--- config.mk ---
export PLATFORM = sky130hd
export DESIGN_NAME = load_store_unit_flat
export DESIGN_NICKNAME = d
export VERILOG_FILES = /design/src/rtl/lsu_pkg.sv /design/src/rtl/lsu_if.sv /design/src/rtl/lsu_lane_align.sv /design/src/rtl/load_store_unit.sv /design/src/flat_wrapper.sv
export SDC_FILE = /design/constraint.sdc
export NUM_CORES = 1
export LEC_CHECK = 0
export ABC_AREA = 1
export CAP_MARGIN = 20
export CORE_AREA = 4 4 127 154
export DETAILED_ROUTE_END_ITERATION = 16
export DIE_AREA = 0 0 131 158
export PLACE_DENSITY = 0.79
export SLEW_MARGIN = 20
export SYNTH_ARGS = -nofsm -noshare
export SYNTH_HDL_FRONTEND = slang
export SYNTH_SLANG_ARGS = --single-unit
export TNS_END_PERCENT = 20
--- constraint.sdc ---
create_clock -name clk -period 7.2 [get_ports clk]
set_clock_uncertainty 0.05 [all_clocks]
set_input_delay 1.08 -clock clk [delete_from_list [all_inputs] [get_ports clk]]
set_output_delay 1.08 -clock clk [all_outputs]
set_load 0.01 [all_outputs]
--- src/rtl/lsu_pkg.sv ---
// Shared encodings for the load/store unit: FSM states, access sizes, fault causes.
// Also holds the request latch layout and the alignment rule.
package lsu_pkg;

  localparam int unsigned XLEN     = 32;
  localparam int unsigned RD_W     = 5;
  localparam int unsigned CNT_W    = 8;

  localparam logic [1:0] ST_IDLE  = 2'd0;
  localparam logic [1:0] ST_CHECK = 2'd1;
  localparam logic [1:0] ST_MEM   = 2'd2;
  localparam logic [1:0] ST_RESP  = 2'd3;

  localparam logic [1:0] SZ_BYTE  = 2'b00;
  localparam logic [1:0] SZ_HALF  = 2'b01;
  localparam logic [1:0] SZ_WORD  = 2'b10;
  localparam logic [1:0] SZ_ILL   = 2'b11;

  localparam logic [1:0] FC_NONE     = 2'b00;
  localparam logic [1:0] FC_MISALIGN = 2'b01;
  localparam logic [1:0] FC_SECURE   = 2'b10;
  localparam logic [1:0] FC_TIMEOUT  = 2'b11;

  typedef struct packed {
    logic            load;
    logic [1:0]      size;
    logic            uns;
    logic [XLEN-1:0] addr;
    logic [XLEN-1:0] wdata;
    logic [RD_W-1:0] rd;
    logic            key;
  } lsu_req_t;

  // Illegal size code or an address not aligned to the access size.
  function automatic logic misaligned(input logic [1:0] size, input logic [1:0] addr_lo);
    return (size == SZ_ILL) ||
           ((size == SZ_HALF) && addr_lo[0]) ||
           ((size == SZ_WORD) && (addr_lo != 2'b00));
  endfunction

endpackage

--- src/rtl/lsu_if.sv ---
// Request, memory-port and writeback signals of the load/store unit.
// slave = the LSU's view, master = the surrounding pipeline/memory view.
interface lsu_if;
  logic        req_valid;
  logic        req_ready;
  logic        req_load;
  logic [1:0]  req_size;
  logic        req_unsigned;
  logic [31:0] req_addr;
  logic [31:0] req_wdata;
  logic [4:0]  req_rd;
  logic        key_access;

  logic        mem_req;
  logic        mem_we;
  logic [31:0] mem_addr;
  logic [31:0] mem_wdata;
  logic [3:0]  mem_wstrb;
  logic        mem_ack;
  logic [31:0] mem_rdata;

  logic        done;
  logic        wb_valid;
  logic [4:0]  wb_rd;
  logic [31:0] wb_data;
  logic        fault;
  logic [1:0]  fault_cause;

  modport slave (
    input  req_valid, req_load, req_size, req_unsigned, req_addr, req_wdata, req_rd,
           key_access, mem_ack, mem_rdata,
    output req_ready, mem_req, mem_we, mem_addr, mem_wdata, mem_wstrb,
           done, wb_valid, wb_rd, wb_data, fault, fault_cause
  );

  modport master (
    output req_valid, req_load, req_size, req_unsigned, req_addr, req_wdata, req_rd,
           key_access, mem_ack, mem_rdata,
    input  req_ready, mem_req, mem_we, mem_addr, mem_wdata, mem_wstrb,
           done, wb_valid, wb_rd, wb_data, fault, fault_cause
  );
endinterface

--- src/rtl/lsu_lane_align.sv ---
// Byte-lane steering: store strobes/replication and load lane extract with sign/zero extension.
module lsu_lane_align
  import lsu_pkg::*;
(
  input  logic [1:0]      addr_lo,
  input  logic [1:0]      size,
  input  logic            uns,
  input  logic [XLEN-1:0] wdata,
  input  logic [XLEN-1:0] rdata,
  output logic [3:0]      wstrb_c,
  output logic [XLEN-1:0] wdata_c,
  output logic [XLEN-1:0] rdata_c
);

  logic [XLEN-1:0] rshift;

  always_comb begin
    wstrb_c = 4'h0;
    wdata_c = wdata;
    case (size)
      SZ_BYTE: begin
        wstrb_c = 4'b0001 << addr_lo;
        wdata_c = {4{wdata[7:0]}};
      end
      SZ_HALF: begin
        wstrb_c = 4'b0011 << addr_lo;
        wdata_c = {2{wdata[15:0]}};
      end
      SZ_WORD: wstrb_c = 4'hF;
      default: wstrb_c = 4'h0;
    endcase
  end

  // Move the addressed lane down to bit 0, then extend.
  always_comb begin
    rshift  = rdata >> {addr_lo, 3'b000};
    rdata_c = rdata;
    case (size)
      SZ_BYTE: rdata_c = uns ? {24'h0, rshift[7:0]}  : {{24{rshift[7]}}, rshift[7:0]};
      SZ_HALF: rdata_c = uns ? {16'h0, rshift[15:0]} : {{16{rshift[15]}}, rshift[15:0]};
      default: rdata_c = rdata;
    endcase
  end

endmodule

--- src/rtl/load_store_unit.sv ---
// Multi-cycle load/store stage with secured-region check and memory timeout.
// Optional LSU_SEC_AUDIT_EN adds fault_addr and sec_viol_cnt outputs.
module load_store_unit
  import lsu_pkg::*;
#(
  parameter logic [31:0] SEC_BASE  = 32'h0000_F000,
  parameter logic [31:0] SEC_LIMIT = 32'h0000_FFFF,
  parameter int unsigned TIMEOUT   = 16
) (
  input  logic        clk,
  input  logic        reset,
  lsu_if.slave        bus
`ifdef LSU_SEC_AUDIT_EN
  ,
  output logic [31:0] fault_addr,
  output logic [7:0]  sec_viol_cnt
`endif
);

  logic [1:0]       state_q, state_d;
  lsu_req_t         req_q;
  logic [CNT_W-1:0] cnt_q;
  logic [1:0]       chk_cause;
  logic [1:0]       cause_d;
  logic             wb_valid_d;
  logic [3:0]       wstrb_c;
  logic [XLEN-1:0]  wdata_c;
  logic [XLEN-1:0]  rdata_c;

  lsu_lane_align u_align (
    .addr_lo (req_q.addr[1:0]),
    .size    (req_q.size),
    .uns     (req_q.uns),
    .wdata   (req_q.wdata),
    .rdata   (bus.mem_rdata),
    .wstrb_c (wstrb_c),
    .wdata_c (wdata_c),
    .rdata_c (rdata_c)
  );

  // Alignment outranks the security check.
  always_comb begin
    chk_cause = FC_NONE;
    if (misaligned(req_q.size, req_q.addr[1:0])) begin
      chk_cause = FC_MISALIGN;
    end else if ((req_q.addr >= SEC_BASE) && (req_q.addr <= SEC_LIMIT) && !req_q.key) begin
      chk_cause = FC_SECURE;
    end
  end

  always_ff @(posedge clk or posedge reset) begin
    if (reset) state_q <= ST_IDLE;
    else       state_q <= state_d;
  end

  // Next state plus the response qualifiers registered on entry to RESP.
  always_comb begin
    state_d    = state_q;
    cause_d    = FC_NONE;
    wb_valid_d = 1'b0;
    case (state_q)
      ST_IDLE:  if (bus.req_valid) state_d = ST_CHECK;
      ST_CHECK: begin
        cause_d = chk_cause;
        state_d = (chk_cause != FC_NONE) ? ST_RESP : ST_MEM;
      end
      ST_MEM: begin
        if (bus.mem_ack) begin
          state_d    = ST_RESP;
          wb_valid_d = req_q.load && (req_q.rd != '0);
        end else if (cnt_q == CNT_W'(TIMEOUT - 1)) begin
          state_d = ST_RESP;
          cause_d = FC_TIMEOUT;
        end
      end
      ST_RESP:  state_d = ST_IDLE;
      default:  state_d = ST_IDLE;
    endcase
  end

  always_ff @(posedge clk or posedge reset) begin
    if (reset) begin
      req_q <= '0;
      cnt_q <= '0;
    end else begin
      if ((state_q == ST_IDLE) && bus.req_valid) begin
        req_q.load  <= bus.req_load;
        req_q.size  <= bus.req_size;
        req_q.uns   <= bus.req_unsigned;
        req_q.addr  <= bus.req_addr;
        req_q.wdata <= bus.req_wdata;
        req_q.rd    <= bus.req_rd;
        req_q.key   <= bus.key_access;
      end
      cnt_q <= ((state_q == ST_MEM) && (state_d == ST_MEM)) ? cnt_q + CNT_W'(1) : '0;
    end
  end

  always_ff @(posedge clk or posedge reset) begin
    if (reset) begin
      bus.req_ready   <= 1'b1;
      bus.mem_req     <= 1'b0;
      bus.mem_we      <= 1'b0;
      bus.mem_addr    <= '0;
      bus.mem_wdata   <= '0;
      bus.mem_wstrb   <= '0;
      bus.done        <= 1'b0;
      bus.fault       <= 1'b0;
      bus.fault_cause <= FC_NONE;
      bus.wb_valid    <= 1'b0;
      bus.wb_rd       <= '0;
      bus.wb_data     <= '0;
    end else begin
      bus.req_ready   <= (state_d == ST_IDLE);
      bus.mem_req     <= (state_d == ST_MEM);
      bus.done        <= (state_d == ST_RESP);
      bus.fault       <= (cause_d != FC_NONE);
      bus.fault_cause <= cause_d;
      bus.wb_valid    <= wb_valid_d;
      // Memory port is loaded once on entry to MEM and held until the access ends.
      if ((state_q == ST_CHECK) && (state_d == ST_MEM)) begin
        bus.mem_we    <= !req_q.load;
        bus.mem_addr  <= {req_q.addr[31:2], 2'b00};
        bus.mem_wdata <= wdata_c;
        bus.mem_wstrb <= req_q.load ? 4'h0 : wstrb_c;
      end
      if (wb_valid_d) begin
        bus.wb_rd   <= req_q.rd;
        bus.wb_data <= rdata_c;
      end
    end
  end

`ifdef LSU_SEC_AUDIT_EN
  always_ff @(posedge clk or posedge reset) begin
    if (reset) begin
      fault_addr   <= '0;
      sec_viol_cnt <= '0;
    end else begin
      if (cause_d != FC_NONE) fault_addr <= req_q.addr;
      if ((cause_d == FC_SECURE) && (sec_viol_cnt != 8'hFF)) sec_viol_cnt <= sec_viol_cnt + 8'd1;
    end
  end
`endif

endmodule

--- src/flat_wrapper.sv ---
// flat-port wrapper written by rule: the top's interface ports become plain ports
module load_store_unit_flat import lsu_pkg::*;
#(
  parameter logic [31:0] SEC_BASE  = 32'h0000_F000,
  parameter logic [31:0] SEC_LIMIT = 32'h0000_FFFF,
  parameter int unsigned TIMEOUT   = 16
)
  (clk, reset, bus_req_valid, bus_req_load, bus_req_size, bus_req_unsigned, bus_req_addr, bus_req_wdata, bus_req_rd, bus_key_access, bus_mem_ack, bus_mem_rdata, bus_req_ready, bus_mem_req, bus_mem_we, bus_mem_addr, bus_mem_wdata, bus_mem_wstrb, bus_done, bus_wb_valid, bus_wb_rd, bus_wb_data, bus_fault, bus_fault_cause);
  lsu_if bus_i ();
  input  logic clk;
  input  logic reset;
  input wire logic [$bits(bus_i.req_valid)-1:0] bus_req_valid;
  input wire logic [$bits(bus_i.req_load)-1:0] bus_req_load;
  input wire logic [$bits(bus_i.req_size)-1:0] bus_req_size;
  input wire logic [$bits(bus_i.req_unsigned)-1:0] bus_req_unsigned;
  input wire logic [$bits(bus_i.req_addr)-1:0] bus_req_addr;
  input wire logic [$bits(bus_i.req_wdata)-1:0] bus_req_wdata;
  input wire logic [$bits(bus_i.req_rd)-1:0] bus_req_rd;
  input wire logic [$bits(bus_i.key_access)-1:0] bus_key_access;
  input wire logic [$bits(bus_i.mem_ack)-1:0] bus_mem_ack;
  input wire logic [$bits(bus_i.mem_rdata)-1:0] bus_mem_rdata;
  output wire logic [$bits(bus_i.req_ready)-1:0] bus_req_ready;
  output wire logic [$bits(bus_i.mem_req)-1:0] bus_mem_req;
  output wire logic [$bits(bus_i.mem_we)-1:0] bus_mem_we;
  output wire logic [$bits(bus_i.mem_addr)-1:0] bus_mem_addr;
  output wire logic [$bits(bus_i.mem_wdata)-1:0] bus_mem_wdata;
  output wire logic [$bits(bus_i.mem_wstrb)-1:0] bus_mem_wstrb;
  output wire logic [$bits(bus_i.done)-1:0] bus_done;
  output wire logic [$bits(bus_i.wb_valid)-1:0] bus_wb_valid;
  output wire logic [$bits(bus_i.wb_rd)-1:0] bus_wb_rd;
  output wire logic [$bits(bus_i.wb_data)-1:0] bus_wb_data;
  output wire logic [$bits(bus_i.fault)-1:0] bus_fault;
  output wire logic [$bits(bus_i.fault_cause)-1:0] bus_fault_cause;
  assign bus_i.req_valid = bus_req_valid;
  assign bus_i.req_load = bus_req_load;
  assign bus_i.req_size = bus_req_size;
  assign bus_i.req_unsigned = bus_req_unsigned;
  assign bus_i.req_addr = bus_req_addr;
  assign bus_i.req_wdata = bus_req_wdata;
  assign bus_i.req_rd = bus_req_rd;
  assign bus_i.key_access = bus_key_access;
  assign bus_i.mem_ack = bus_mem_ack;
  assign bus_i.mem_rdata = bus_mem_rdata;
  assign bus_req_ready = bus_i.req_ready;
  assign bus_mem_req = bus_i.mem_req;
  assign bus_mem_we = bus_i.mem_we;
  assign bus_mem_addr = bus_i.mem_addr;
  assign bus_mem_wdata = bus_i.mem_wdata;
  assign bus_mem_wstrb = bus_i.mem_wstrb;
  assign bus_done = bus_i.done;
  assign bus_wb_valid = bus_i.wb_valid;
  assign bus_wb_rd = bus_i.wb_rd;
  assign bus_wb_data = bus_i.wb_data;
  assign bus_fault = bus_i.fault;
  assign bus_fault_cause = bus_i.fault_cause;
  load_store_unit #(.SEC_BASE(SEC_BASE), .SEC_LIMIT(SEC_LIMIT), .TIMEOUT(TIMEOUT)) u_core (.clk(clk), .reset(reset), .bus(bus_i));
endmodule
==> flow_summary.ini, run 1 <==
[routing]
routedWlPerCell_um = 17.2
postRouteAntennaNets = 0
wirelength_mm = 23.5
drc = 0
num_vias = 7337
drtIter0Drc = 502
avgViaCountPerCell = 5.38
drt_pass1_iterations = 6

[grt]
overflow = 0
antenna_found_initial = 1
grt_usage = 0.229
grt_max_degree = 139
grt_pass1_wl_mm = 37.2
grt_pass1_vias = 7355

[power]
power_density_nw_per_um2 = 457
p_leak_nw = 5.39
peakVddDrop_mv = 0.399

[cells_and_area]
nets = 1242
fillers = 1441
syn_to_final_growth_pct = 33.4
drive_above_1_share = 0.101
diodes = 0

[clock_tree]
htree_levels = 4
clk_pin_slew_ns = 0.07
cts_root_buffer = clkbuf_16
cts.sinks = 195
cts_tree = done
hold_buffers = 0
cts.repair.resized = 0
clk_path_buf_depth = 2
cts_made_buffers = 17
post_cts_buffers = 0
clkLatencyLatePin_ns = 0.43

[critical_path]
worstSetupStartpointType = primary input
path_cells = clkdlybuf4s50_1 > nand2_1 > nor2_1 > nand2_1 > buf_4 > clkinv_1 > nand2_1 > o22ai_1 > inv_1
cp_top_family = buffers and inverters
crit_fanout = 35
cpMaxStageDelayCell = clkinv_1
required_ns = 7.52
worstPathArrival_ns = 3.54
path_buf_inv = 4
max_stage_delay_ns = 0.80
crit_type = primary input to flop
cp-end-kind = flop
cp_common_cell = nand2_1

[sta]
post-route-period-util = 0.448
worst_slew_pin_slew_ns = 0.951
final-hold-violation-count = 0
layout_setup_ws_ns = 3.97
min_period_ns = 3.23
rsz0062_at_grt = no
slew_violations = 0
fin_tns_setup_ns = 0
fmax_mhz = 310
slew_headroom = 0.366
setup_violations = 0

[floorplanning]
die-area_um2 = 20700
die_h_um = 158
start_util = 0.484
die_width_um = 131
std_cell_rows = 54
io_pins = 223
core_um2 = 18000

[placed_design]
place.gp.congestion = 0.833
place_hpwl_mm = 16.2
io_buffer_count = 220
dpl_worst_slack_ns = 3.53

[logic_synthesis]
synth_area_um2 = 8730
synth.most_common_cell = nand2_1
synthTopCellsByArea = dfrtp_1 (56%), nand2_1 (11%), mux2_2 (7.9%), nand4_1 (4.9%), nor2_1 (2.8%)
seq_area_frac_synth = 0.559
synthArstFlopShare = 1.00
synth.top_cell.area_share = 0.556
ys_ff_latch = 195
synth.largest_area_cell = dfrtp_1
synth.avg_cell_area_um2 = 9.26
yosys_warnings = 0
synth.distinct_cells = 33
syn_inst = 943
yosys-top-cells-count = nand2_1 (266), dfrtp_1 (194), nand4_1 (68), nor2_1 (66), mux2_2 (61)
yosys_most_used_dff = dfrtp_1
synth-edff-count = 0

[run]
maxCapViolCount = 0

[worst_hold_path]
hold_path_class = flop to flop

[outcome]
outcome = complete, no violations
[kinds of logic (layout without fill, tap and decap cells)]
family,count (synthesis),in the layout,share of synthesized area
AOI/OAI and AO/OA,116,116,0.0745
and+or+nand+nor,438,438,0.216
xor gates and xnor gates,6,6,0.00602
adders and majority gates,5,5,0.00716
DFF,195,195,0.559
other,1,2,0.000429
muxes,61,61,0.0787
buffers and inverters,121,317,0.0583
[area by class of cell]
cell class,count,area (µm²),share of cell area
flip-flops and latches,195,4880,0.419
well taps,224,280,0.0241
clock inverters,13,196,0.0169
clock buffers,19,443,0.0380
repair buffers,227,2250,0.194
inverters,58,225,0.0193
multi-input cells,628,3370,0.289
[where the power goes]
| part | switching [mW] | internal (mW) | total (mW) |
|---|---|---|---|
| sequential | 0.343 | 1.60 | 1.94 |
| clock | 0.421 | 0.598 | 1.02 |
| combinational | 1.33 | 1.04 | 2.37 |
[through the flow]
step,util,area [µm²],power [mW],std cells,hold WS [ns]
2_1_floorplan,-,8740,3.31,944,0.383
3_3_place_gp,0.610,11000,4.26,1332,0.395
3_5_place_dp,0.610,11000,4.33,1332,0.408
4_1_cts,0.645,11600,5.36,1364,0.423
5_1_grt,0.646,11600,5.70,1364,0.442
6_report,0.646,11600,5.33,1364,0.417
[layout by cell type (no fill, tap or decap), types with 3 or more instances in the layout]
| master | netlist | layout |
|---|---|---|
| a21oi_1 | 47 | 47 |
| a31oi_1 | 5 | 5 |
| buf_4 | 3 | 7 |
| bufinv_16 | 0 | 4 |
| clkbuf_16 | 0 | 17 |
| clkdlybuf4s50_1 | 0 | 220 |
| clkinvlp_4 | 0 | 4 |
| dfrtp_1 | 194 | 194 |
| ha_1 | 5 | 3 |
| inv_1 | 55 | 54 |
| inv_6 | 0 | 4 |
| mux2_2 | 61 | 61 |
| nand2_1 | 266 | 265 |
| nand3_1 | 29 | 29 |
| nand3_2 | 4 | 4 |
| nand4_1 | 68 | 68 |
| nor2_1 | 66 | 66 |
| o211ai_1 | 13 | 13 |
| o21ai_0 | 32 | 32 |
| o21ai_1 | 3 | 3 |
| o22ai_1 | 13 | 13 |
| xor2_1 | 5 | 5 |
[worst paths after layout]
kind / depth (start not counted) / from / slack [ns] / to
worst min-delay path: 1 / u_core.cnt_q[0] / 0.42 / u_core.cnt_q[0]
min in group asynchronous: 2 / reset / 1.20 / u_core.req_q[3]
max in group asynchronous: 3 / reset / 4.66 / u_core.bus.mem_addr[13]
worst max register to register: 10 / u_core.state_q[0] / 4.29 / u_core.bus.wb_data[11]
worst min register to register: 1 / u_core.cnt_q[0] / 0.42 / u_core.cnt_q[0]
worst max-delay path: 9 / bus_mem_ack / 3.97 / u_core.bus.wb_data[11]
[sequential cells by signal, indices dropped and copies added, names as in the netlist, 2 cells and up]
signal,count
u_core.req_q,74
u_core.bus.mem_wdata,32
u_core.bus.wb_data,32
u_core.bus.mem_addr,30
u_core.cnt_q,8
u_core.bus.wb_rd,5
u_core.bus.mem_wstrb,4
u_core.bus.fault_cause,2
u_core.state_q,2
[metal layers]
layer,global-route usage,share of wire,up-vias
met5,0,0.00055,-
met1,0.277,0.39,3461
li1,-,-,3507
met4,0.0902,0.028,2
met2,0.377,0.49,324
met3,0.0783,0.092,43
No activity file was read; power rests on OpenSTA's default activity.
==> run 2: changes to the inputs <==
--- a/config.mk
+++ b/config.mk
@@ -7,10 +7,10 @@
 export LEC_CHECK = 0
 export ABC_AREA = 1
 export CAP_MARGIN = 20
-export CORE_AREA = 4 4 127 154
+export CORE_AREA = 4 4 133 160
 export DETAILED_ROUTE_END_ITERATION = 16
-export DIE_AREA = 0 0 131 158
-export PLACE_DENSITY = 0.79
+export DIE_AREA = 0 0 137 164
+export PLACE_DENSITY = 0.76
 export SLEW_MARGIN = 20
 export SYNTH_ARGS = -nofsm -noshare
 export SYNTH_HDL_FRONTEND = slang
==> constraint.sdc (replaced) <==
create_clock -name clk -period 2.9 [get_ports clk]
set_clock_uncertainty 0.05 [all_clocks]
set_input_delay 0.435 -clock clk [delete_from_list [all_inputs] [get_ports clk]]
set_output_delay 0.435 -clock clk [all_outputs]
set_load 0.01 [all_outputs]
==> run 2 against run 1 <==
Against the previous run:
- non-clock buffer count rose by 11
- die area rose by 8.6%
- first-iteration DRC count fell by 13%
- clock power rose by 130%
- register-to-register slack got worse by 3.7 ns
- critical endpoint is now u_core.bus.mem_wdata[31]
- largest power group unchanged
==> flow_summary.ini, run 2 (synthesis gave the netlist of run 1 again) <==
[placed_design]
dpl_worst_slack_ns = 0.581
place_hpwl_mm = 17.1
place.gp.congestion = 0.847
io_buffer_count = 220
placed_area_um2 = 11200

[clock_tree]
clk_pin_slew_ns = 0.07
cts_tree = done
cts_root_buffer = clkbuf_16
htree_levels = 4
cts.repair.resized = 0
hold_buffers = 0
cts.sinks = 195
cts_made_buffers = 17
post_cts_buffers = 0
clk_path_buf_depth = 2
clkLatencyLatePin_ns = 0.42

[critical_path]
reg2reg_depth = 13
rr_startpoint = u_core.state_q[1]
max_stage_delay_ns = 0.39
crit_type = flop to flop
cp-end-kind = flop
path_cells = inv_1 > ha_2 > inv_2 > nor2_1 > nand2_1 > nor2_1 > nand3_1 > nand3_1 > nand2_2 > nand3_2 > buf_12 > nand2_1 > nand2_1
cp_common_cell = nand2_1
worstSetupStartpointType = flop
worstPathArrival_ns = 2.64
crit_fanout = 28
r2r_end = u_core.bus.mem_wdata[31]
cpMaxStageDelayCell = dfrtp_1
required_ns = 3.21
r2r_slack_ns = 0.57

[sta]
worst_slew_pin_slew_ns = 0.777
slew_headroom = 0.482
holdWs_ns = 0.282
min_period_ns = 2.33
post-route-period-util = 0.804
slew_violations = 0
setup_violations = 0
layout_setup_ws_ns = 0.570
fmax_mhz = 429
final-hold-violation-count = 0
rsz0062_at_grt = no

[cells_and_area]
drive_above_1_share = 0.109
multi_input_area_um2 = 3360
fillers = 1666
mostFrequentLayoutCell = nand2_1
nets = 1253
reg.largest.list = u_core.req_q: 74 flops, u_core.bus.mem_wdata: 32 flops, u_core.bus.wb_data: 32 flops
utilization = 0.601
final_cell_area_um2 = 11800
layout_common_cells = nand2_1 (265), clkdlybuf4s50_1 (220), dfrtp_1 (194)
regMostFlops = u_core.req_q
syn_to_final_growth_pct = 35.0
largest_reg_flops = 74
seq_area_um2 = 4880

[grt]
grt_pass1_vias = 7529
grt_usage = 0.216
grt_max_degree = 96
grt_pass1_wl_mm = 38.5
antenna_found_initial = 3
overflow = 0

[floorplanning]
core_um2 = 19600
start_util = 0.445
die-area_um2 = 22500
io_pins = 223
std_cell_rows = 56
die_h_um = 164
die_width_um = 137

[routing]
postRouteAntennaNets = 0
drc = 0
avgViaCountPerCell = 5.26
wirelength_mm = 24.0
drt_pass1_iterations = 5
routedWlPerCell_um = 17.0
drtIter0Drc = 439
num_vias = 7435

[outcome]
outcome = complete, no violations

[worst_hold_path]
hold_path_class = primary input to async pin

[power]
peakVddDrop_mv = 1.18
power_density_nw_per_um2 = 1120
p_leak_nw = 5.45

[run]
maxCapViolCount = 0
run 2: cell types whose count changed in the layout (fill, tap and decap cells not counted), moves of 3 or more:
cell	previous run	this run
inv_6	4	1
buf_12	0	6
bufinv_16	4	1
buf_4	7	12
clkinv_4	0	4
run 2: worst max-delay path: cells and delay by family (launching register included):
kind / cells / cell delay, ns
adder cells (fa/ha/maj): 1 / 0.39
buffers and inverters: 3 / 0.37
flip-flops: 1 / 0.39
AND/OR/NAND/NOR: 9 / 1.04
run 2: where the power goes:
group          internal (mW)  switching [mW]
Combinational           2.72            3.37
Sequential              3.97           0.803
Clock                   1.24            1.08
run 2: per-layer routing:
layer  wire [µm]  share of wire  track usage  up-vias
li1            -              -            -     3534
met1        9680           0.40        0.264     3602
met2       12000           0.50        0.366      256
met3        1690          0.071       0.0564       39
met4         550          0.023       0.0794        4
met5          25         0.0010            0        -
run 2: area by class of cell:
type / instances / area share
clock buffers: 19 / 0.0376
flip-flops and latches: 195 / 0.414
clock inverters: 13 / 0.0124
multi-input cells: 628 / 0.285
repair buffers: 238 / 0.205
diodes: 1 / 0.000212
well taps: 261 / 0.0277
inverters: 58 / 0.0188
run 2: metrics by stage:
stage	power, mW	cells	TNS [ns]
after floorplan	8.23	944	-19.90
after global placement	10.7	1380	0
after global routing	14.1	1413	0
after detailed placement	10.9	1380	0
final	13.2	1413	0
after CTS	13.3	1412	0
run 2: worst max-delay path by stage:
stage                            from                       end  slack, ns  cells past startpoint
global route        u_core.state_q[1]   u_core.bus.mem_wdata[9]       0.36                     13
detailed placement        bus_mem_ack   u_core.bus.mem_addr[10]       0.58                     11
global placement          bus_mem_ack   u_core.bus.mem_addr[28]       0.63                     11
finish              u_core.state_q[1]  u_core.bus.mem_wdata[31]       0.57                     13
CTS                 u_core.state_q[1]  u_core.bus.mem_wdata[31]       0.58                     13
floorplan                       reset           u_core.bus.done      -0.10                      1
==> run 3: changes to the inputs <==
--- a/config.mk
+++ b/config.mk
@@ -7,10 +7,10 @@
 export LEC_CHECK = 0
 export ABC_AREA = 1
 export CAP_MARGIN = 20
-export CORE_AREA = 4 4 133 160
+export CORE_AREA = 4 4 127 154
 export DETAILED_ROUTE_END_ITERATION = 16
-export DIE_AREA = 0 0 137 164
-export PLACE_DENSITY = 0.76
+export DIE_AREA = 0 0 131 158
+export PLACE_DENSITY = 0.79
 export SLEW_MARGIN = 20
 export SYNTH_ARGS = -nofsm -noshare
 export SYNTH_HDL_FRONTEND = slang
==> constraint.sdc (replaced) <==
create_clock -name clk -period 2.4 [get_ports clk]
set_clock_uncertainty 0.05 [all_clocks]
set_input_delay 0.36 -clock clk [delete_from_list [all_inputs] [get_ports clk]]
set_output_delay 0.36 -clock clk [all_outputs]
set_load 0.01 [all_outputs]
==> run 3 against run 2 <==
Against the previous run:
- fmax rose by 9.7%
- largest power group unchanged
- critical endpoint is now u_core.bus.wb_data[9]
- flip-flop and latch count did not move
- global-route usage rose by 1.5 points
- non-clock buffer count rose by 6
==> flow_summary.ini, run 3 (synthesis gave the netlist of run 1 again) <==
[grt]
grt_max_degree = 77
grt_usage = 0.231
overflow = 0
antenna_found_initial = 2
grt_pass1_wl_mm = 37.7
grt_pass1_vias = 7434

[floorplanning]
die_h_um = 158
core_um2 = 18000
die-area_um2 = 20700
io_pins = 223
start_util = 0.484
die_width_um = 131
std_cell_rows = 54

[clock_tree]
post_cts_buffers = 0
cts.sinks = 195
cts.repair.resized = 0
clk_path_buf_depth = 2
cts_tree = done
cts_root_buffer = clkbuf_16
hold_buffers = 0
cts_made_buffers = 17
clkLatencyLatePin_ns = 0.42
htree_levels = 4
clk_pin_slew_ns = 0.07

[routing]
drtIter0Drc = 535
wirelength_mm = 23.6
postRouteAntennaNets = 0
drc = 0
drt_pass1_iterations = 5
avgViaCountPerCell = 5.42
num_vias = 7493
routedWlPerCell_um = 17.1

[cells_and_area]
fillers = 1400
final_cells = 1382
multi_input_area_um2 = 3360
drive_above_1_share = 0.114
layout_common_cells = nand2_1 (265), clkdlybuf4s50_1 (220), dfrtp_1 (194)
seq_area_um2 = 4880
syn_to_final_growth_pct = 35.5
largest_reg_flops = 74
reg.largest.list = u_core.req_q: 74 flops, u_core.bus.mem_wdata: 32 flops, u_core.bus.wb_data: 32 flops
regMostFlops = u_core.req_q
nets = 1259
mostFrequentLayoutCell = nand2_1

[critical_path]
rr_startpoint = u_core.state_q[0]
cp-end-kind = flop
worstPathArrival_ns = 2.39
cpMaxStageDelayCell = dfrtp_1
crit_type = flop to flop
cp_top_family = buffers and inverters
reg2reg_depth = 9
worstSetupStartpointType = flop
r2r_slack_ns = 0.28
required_ns = 2.66
r2r_end = u_core.bus.wb_data[9]
path_buf_inv = 4
path_cells = inv_1 > ha_1 > nand2_1 > nor2_1 > nand2_1 > clkinv_1 > buf_4 > o22ai_1 > inv_1
max_stage_delay_ns = 0.38
crit_fanout = 14

[placed_design]
place.gp.congestion = 0.873
io_buffer_count = 220
dpl.cell_count = 1349
place_hpwl_mm = 17.1

[sta]
fmax_mhz = 471
post-route-period-util = 0.885
rsz0062_at_grt = no
holdWs_ns = 0.192
setup_violations = 0
final-hold-violation-count = 0
slew_headroom = 0.503
slew_violations = 0
fin_tns_setup_ns = 0
worst_slew_pin_slew_ns = 0.746
min_period_ns = 2.12

[outcome]
outcome = complete, no violations

[power]
p_leak_nw = 5.50
power_density_nw_per_um2 = 1360
peakVddDrop_mv = 1.31

[run]
maxCapViolCount = 0

[worst_hold_path]
hold_path_class = primary input to async pin
==> run 3: through the flow <==
stage / setup slack [ns] / util / area, µm² / power (mW)
3_3_place_gp: 0.242 / 0.622 / 11200 / 13.0
3_5_place_dp: 0.146 / 0.622 / 11200 / 13.2
4_1_cts: 0.277 / 0.656 / 11800 / 16.2
2_1_floorplan: -0.528 / - / 8740 / 9.94
6_report: 0.276 / 0.656 / 11800 / 16.1
5_1_grt: 0.0120 / 0.656 / 11800 / 17.2
==> run 3: layout make-up <==
class                           count  share of cell area
Antenna cell                        1            0.000212
Clock buffer                       19              0.0374
Clock inverter                     13              0.0146
Inverter                           58              0.0187
Multi-Input combinational cell    628               0.284
Sequential cell                   195               0.413
Tap cell                          224              0.0237
Timing Repair Buffer              244               0.209
==> run 3: per-layer routing <==
layer	routed length [µm]	global-route usage	part of all wire
met2	11800	0.380	0.50
met3	1840	0.0601	0.078
met1	9320	0.290	0.39
met4	626	0.0926	0.026
met5	26	0	0.0011
==> run 3: how the worst max path moves through the flow <==
stage / cells past startpoint / start / to / slack (ns)
2_1_floorplan: 1 / reset / u_core.bus.done / -0.53
3_3_place_gp: 11 / bus_mem_ack / u_core.bus.mem_addr[7] / 0.24
3_5_place_dp: 11 / bus_mem_ack / u_core.bus.mem_addr[16] / 0.15
4_1_cts: 9 / u_core.state_q[0] / u_core.bus.wb_data[27] / 0.28
5_1_grt: 9 / u_core.state_q[0] / u_core.bus.wb_data[30] / 0.01
6_report: 9 / u_core.state_q[0] / u_core.bus.wb_data[9] / 0.28
==> run 3: report_power, final <==
group | internal (mW) | switching [mW] | leakage [nW] | total (mW)
logic | 3.32 | 4.08 | 2.83 | 7.40
clock network | 1.69 | 1.25 | 0.293 | 2.94
registers | 4.80 | 0.944 | 2.38 | 5.74
total | 9.82 | 6.27 | 5.50 | 16.1
